`config.mk`:
```
export PLATFORM = sky130hd
export DESIGN_NAME = seq_divider
export DESIGN_NICKNAME = d
export VERILOG_FILES = /design/src/rtl/seq_divider.sv
export SDC_FILE = /design/constraint.sdc
export NUM_CORES = 1
export LEC_CHECK = 0
export ABC_AREA = 1
export CAP_MARGIN = 20
export CORE_MARGIN = 5
export CORE_UTILIZATION = 46
export DETAILED_ROUTE_END_ITERATION = 10
export PLACE_DENSITY = 0.68
export SLEW_MARGIN = 25
export SYNTH_ARGS = -nofsm -noshare
export SYNTH_HDL_FRONTEND = slang
export SYNTH_SLANG_ARGS = --single-unit
```
`constraint.sdc`:
```
create_clock -name clk -period 2.4 [get_ports clk]
set_clock_uncertainty 0.1 [all_clocks]
set_input_delay 0.6 -clock clk [delete_from_list [all_inputs] [get_ports clk]]
set_output_delay 0.6 -clock clk [all_outputs]
set_load 0.02 [all_outputs]
```
`src/rtl/seq_divider.sv`:
```
// seq_divider: multi-cycle signed restoring divider, one quotient bit per enabled clock.
// Truncating (C) semantics: quotient rounds toward zero, remainder takes the dividend's sign.
// Optional macro SEQ_DIVIDER_UNSIGNED_EN adds a sign_mode input (1 = signed, 0 = unsigned).
// Ports:
//   clk          rising-edge clock
//   reset        asynchronous active-low reset
//   enable       1 = FSM/datapath advance, 0 = hold
//   start        request, sampled in IDLE with enable=1
//   a, b         dividend / divisor (WIDTH bits)
//   sign_mode    (macro only) operand signedness, sampled with start
//   busy         high whenever the FSM is not in IDLE
//   done         one-cycle completion pulse
//   q, r         registered quotient / remainder
//   div_by_zero  registered flag, updated with each done
module seq_divider #(
  parameter int unsigned WIDTH = 16
) (
  input  logic             clk,
  input  logic             reset,
  input  logic             enable,
  input  logic             start,
`ifdef SEQ_DIVIDER_UNSIGNED_EN
  input  logic             sign_mode,
`endif
  input  logic [WIDTH-1:0] a,
  input  logic [WIDTH-1:0] b,
  output logic             busy,
  output logic             done,
  output logic [WIDTH-1:0] q,
  output logic [WIDTH-1:0] r,
  output logic             div_by_zero
);

  localparam int unsigned CW = $clog2(WIDTH) + 1;

  typedef enum logic [1:0] {
    IDLE   = 2'd0,
    SETUP  = 2'd1,
    DIVIDE = 2'd2,
    FIXUP  = 2'd3
  } state_t;

  state_t           state;
  state_t           state_next;

  logic [WIDTH-1:0] a_lat;
  logic [WIDTH-1:0] b_lat;
  logic             signed_lat;
  logic [WIDTH-1:0] mag_b;
  logic [WIDTH-1:0] rem;
  logic [WIDTH-1:0] dvd;
  logic [CW-1:0]    count;
  logic             neg_q;
  logic             neg_r;

  logic             busy_next;
  logic             done_next;

  logic             signed_req;
  logic [WIDTH-1:0] mag_a_c;
  logic [WIDTH-1:0] mag_b_c;
  logic [WIDTH:0]   shifted_c;
  logic [WIDTH-1:0] trial_c;
  logic             take_c;

`ifdef SEQ_DIVIDER_UNSIGNED_EN
  assign signed_req = sign_mode;
`else
  assign signed_req = 1'b1;
`endif

  // Operand magnitudes; the most negative value maps onto 2^(W-1), which fits unsigned.
  always_comb begin
    mag_a_c = a_lat;
    mag_b_c = b_lat;
    if (signed_lat && a_lat[WIDTH-1]) mag_a_c = WIDTH'(-a_lat);
    if (signed_lat && b_lat[WIDTH-1]) mag_b_c = WIDTH'(-b_lat);
  end

  // One restoring step. shifted_c needs an extra bit since rem may reach 2^W-2 in unsigned mode;
  // when the subtraction is taken the true difference is below mag_b, so W bits hold it exactly.
  always_comb begin
    shifted_c = {rem, dvd[WIDTH-1]};
    take_c    = (shifted_c >= {1'b0, mag_b});
    trial_c   = shifted_c[WIDTH-1:0] - mag_b;
  end

  // State register.
  always_ff @(posedge clk or negedge reset) begin
    if (!reset) state <= IDLE;
    else        state <= state_next;
  end

  // Next-state logic.
  always_comb begin
    state_next = state;
    if (enable) begin
      case (state)
        IDLE:    if (start) state_next = SETUP;
        SETUP:   state_next = (b_lat == '0) ? FIXUP : DIVIDE;
        DIVIDE:  if (count == CW'(1)) state_next = FIXUP;
        FIXUP:   state_next = IDLE;
        default: state_next = IDLE;
      endcase
    end
  end

  // Output decode, registered below so busy/done come straight from flops.
  always_comb begin
    busy_next = (state_next != IDLE);
    done_next = enable && (state == FIXUP);
  end

  always_ff @(posedge clk or negedge reset) begin
    if (!reset) begin
      busy <= 1'b0;
      done <= 1'b0;
    end else begin
      busy <= busy_next;
      done <= done_next;
    end
  end

  // Datapath: operand capture, iteration and sign fixup.
  always_ff @(posedge clk or negedge reset) begin
    if (!reset) begin
      a_lat       <= '0;
      b_lat       <= '0;
      signed_lat  <= 1'b0;
      mag_b       <= '0;
      rem         <= '0;
      dvd         <= '0;
      count       <= '0;
      neg_q       <= 1'b0;
      neg_r       <= 1'b0;
      q           <= '0;
      r           <= '0;
      div_by_zero <= 1'b0;
    end else if (enable) begin
      case (state)
        IDLE: begin
          if (start) begin
            a_lat      <= a;
            b_lat      <= b;
            signed_lat <= signed_req;
          end
        end
        SETUP: begin
          mag_b <= mag_b_c;
          dvd   <= mag_a_c;
          rem   <= '0;
          count <= CW'(WIDTH);
          neg_q <= signed_lat && (a_lat[WIDTH-1] ^ b_lat[WIDTH-1]);
          neg_r <= signed_lat && a_lat[WIDTH-1];
        end
        DIVIDE: begin
          rem   <= take_c ? trial_c : shifted_c[WIDTH-1:0];
          dvd   <= {dvd[WIDTH-2:0], take_c};
          count <= count - CW'(1);
        end
        FIXUP: begin
          if (b_lat == '0) begin
            q           <= '1;
            r           <= a_lat;
            div_by_zero <= 1'b1;
          end else begin
            q           <= neg_q ? WIDTH'(-dvd) : dvd;
            r           <= neg_r ? WIDTH'(-rem) : rem;
            div_by_zero <= 1'b0;
          end
        end
        default: ;
      endcase
    end
  end

endmodule

```
==> qor.yml <==
antenna_found_initial: 0
arrival_ps: 1490
synthesis.area_per_instance_sq_um: 7.391
rows: 47
syn-instance-count: 1042
critPathSlowestCell: "clkdlybuf4s50_1"
grt_pass1_wl_microns: 32800
vias_per_cell: 5.151
start_util_pct: 46.60
synth-edff-count: 0
cp-start-kind: "flip-flop"
required_ps: 1700
hold_class: "primary input to async pin"
nNetsFinal: 1187
placed_cells_incl_taps: 1324
setup-violations-final: 0
worstSetupPathType: "flip-flop to output port"
wl_microns: 20070
postCtsHoldBufs: 0
stdcell_count: 1356
power_per_cell_area_mw_per_mm2: 1395
async_reset_ff_share_pct: 100.0
cts_max_level: 4
vias: 6985
place_hpwl_microns: 15100
ys_seq_area_share_pct: 40.62
worstSetupEndpointType: "output port"
crit_chain: "clkdlybuf4s50_1"
worst_pin_slew_ps: 543.7
syn-cell-area_sq_mm: 0.007701
path_max_fanout: 2
cts_resized: 0
slew_headroom_pct: 63.48
clkTransAtPathRegs_ps: 60
grt_start_max_net_pins: 70
overflow: 0
ant_nets: 0
post_cts_buffers: 0
crit_family: "buffers and inverters"
wire_per_inst_microns: 14.80
core_area_sq_mm: 0.01652
drive_gt1_share_pct: 9.243
cts.sinks: 125
syn_nets: 1106
slew_violations: 0
drtIter0Drc: 555
io_buffers: 70
die_x_microns: 139.4
cpPeakStageDelay_ps: 650
syn_to_final_growth_pct: 21.64
min_period_ps: 2195
rsz0062_at_grt: "false"
ys_ff_latch: 125
max_freq_mhz: 455.6
num_io_pins: 71
antennaDiodeCount: 0
ir_worst_vdd_v: 0.0006631
crit_buf_inv: 1
finalCritPeriodShare_pct: 91.45
whs_ps: 80.66
ys_types: 40
die_h_microns: 139.4
clk_latency_ps: 420
synth_top_flop_cell: "dfrtp_1"
finalSetupTns_ps: 0
drv_cap: 0
drc: 0
cts_made_buffers: 17
root_buffer: "clkbuf_16"
cts_buffer_depth: 2
gp_congestion: 0.8916
cts_tree: "yes"
drt_first_pass_iters: 5
yosys_warnings: 0
grt_pass1_vias: 6526
leakage_nw: 4.757
hold_viol_final: 0
status: "finished clean"
dieArea_sq_mm: 0.01943
grtUsageTotal_pct: 20.81
-- cell type report --
class / instances / area [sq um]
inverters: 146 / 548.0
clock inverters: 14 / 191.4
well taps: 220 / 275.3
fillers: 1532 / 7157
multi-input cells: 738 / 3847
repair buffers: 95 / 948.4
flip-flops and latches: 125 / 3128
clock buffers: 18 / 429.2
-- metal layers --
metal	wire, microns	part of all wire, %	GRT usage, %	vias up
met4	231	1.2	5.613	0
met2	9029	45	32.01	212
met5	0	0	0	-
met1	9520	47	30.16	3230
met3	1293	6.4	4.014	15
li1	-	-	-	3528
-- Yosys cell counts, drive strengths merged, types with 7 or more instances --
cell type  count  area (sq um)
nand4         13         87.58
dfrtp        125          3128
xor2          27         236.5
a31oi          7         43.79
nand3         91         480.5
ha            27         337.8
a22oi         20         150.1
o21ai         60         307.8
o211ai        10         75.07
nand2        275          1089
nor2         112         462.9
buf           20         136.4
inv          145         544.3
nor3           9         45.04
a21oi         64         320.3
clkbuf        13         48.80
-- report_power, final --
group	switching (mW)	leakage [nW]	internal [mW]
Sequential	0.752	1.53	2.97
Combinational	4.15	2.93	2.46
Clock	0.991	0.293	1.74
Total	5.90	4.76	7.17
-- stage by stage --
| step | power [mW] | cell area [sq um] | setup WS (ps) | util, % |
|---|---|---|---|---|
| global placement | 10.19 | 8747 | 67.14 | 52.93 |
| global route | 14.14 | 9368 | 19.96 | 56.69 |
| detailed placement | 10.29 | 8747 | 28.14 | 52.93 |
| finish | 13.07 | 9368 | 205.2 | 56.69 |
| CTS | 13.11 | 9368 | 216.9 | 56.69 |
| floorplan | 8.297 | 7701 | 507.2 | - |
-- registers in the layout (all words and copies together), names as in the netlist --
signal / flops
busy: 1
neg_q: 1
div_by_zero: 1
count: 5
dvd: 16
neg_r: 1
r: 16
done: 1
a_lat: 16
b_lat: 16
state: 2
mag_b: 16
signed_lat: 1
rem: 16
q: 16
-- cells in the final DEF, fill, tap and decap left out, drive strengths merged --
master         netlist  final
nand2              275    275
inv                145    147
dfrtp              125    125
nor2               112    112
nand3               91     91
clkdlybuf4s50        0     69
a21oi               64     64
o21ai               60     60
xor2                27     27
ha                  27     27
buf                 20     26
a22oi               20     20
clkbuf              13     18
nand4               13     13
o211ai              10     10
nor3                 9      9
a31oi                7      7
xnor2                6      6
clkinv               1      5
o221ai               4      4
bufinv               0      4
clkinvlp             0      4
mux2                 3      3
o22ai                3      3
or2                  3      3
nand3b               2      2
and2                 1      1
fa                   1      1
-- final timing paths --
path,cells past startpoint,to,from,slack [ps]
min in group clk,2,mag_b[13],mag_b[13],380
max in group asynchronous,2,r[7],reset,1770
hold reg to reg,2,mag_b[13],mag_b[13],380
hold / removal,2,b_lat[2],reset,80
setup / recovery,1,r[3],r[3],210
setup reg to reg,10,rem[11],rem[6],210
-- cell families after synthesis --
kind of cell / synth area share [%]
and+or+nand+nor: 28.68
muxes: 0.4386
xor gates and xnor gates: 3.753
buffers and inverters: 9.521
adders and majority gates: 4.647
AOI/OAI and AO/OA: 12.35
DFF: 40.62
Note: power is estimated with default switching activity, not from simulation.
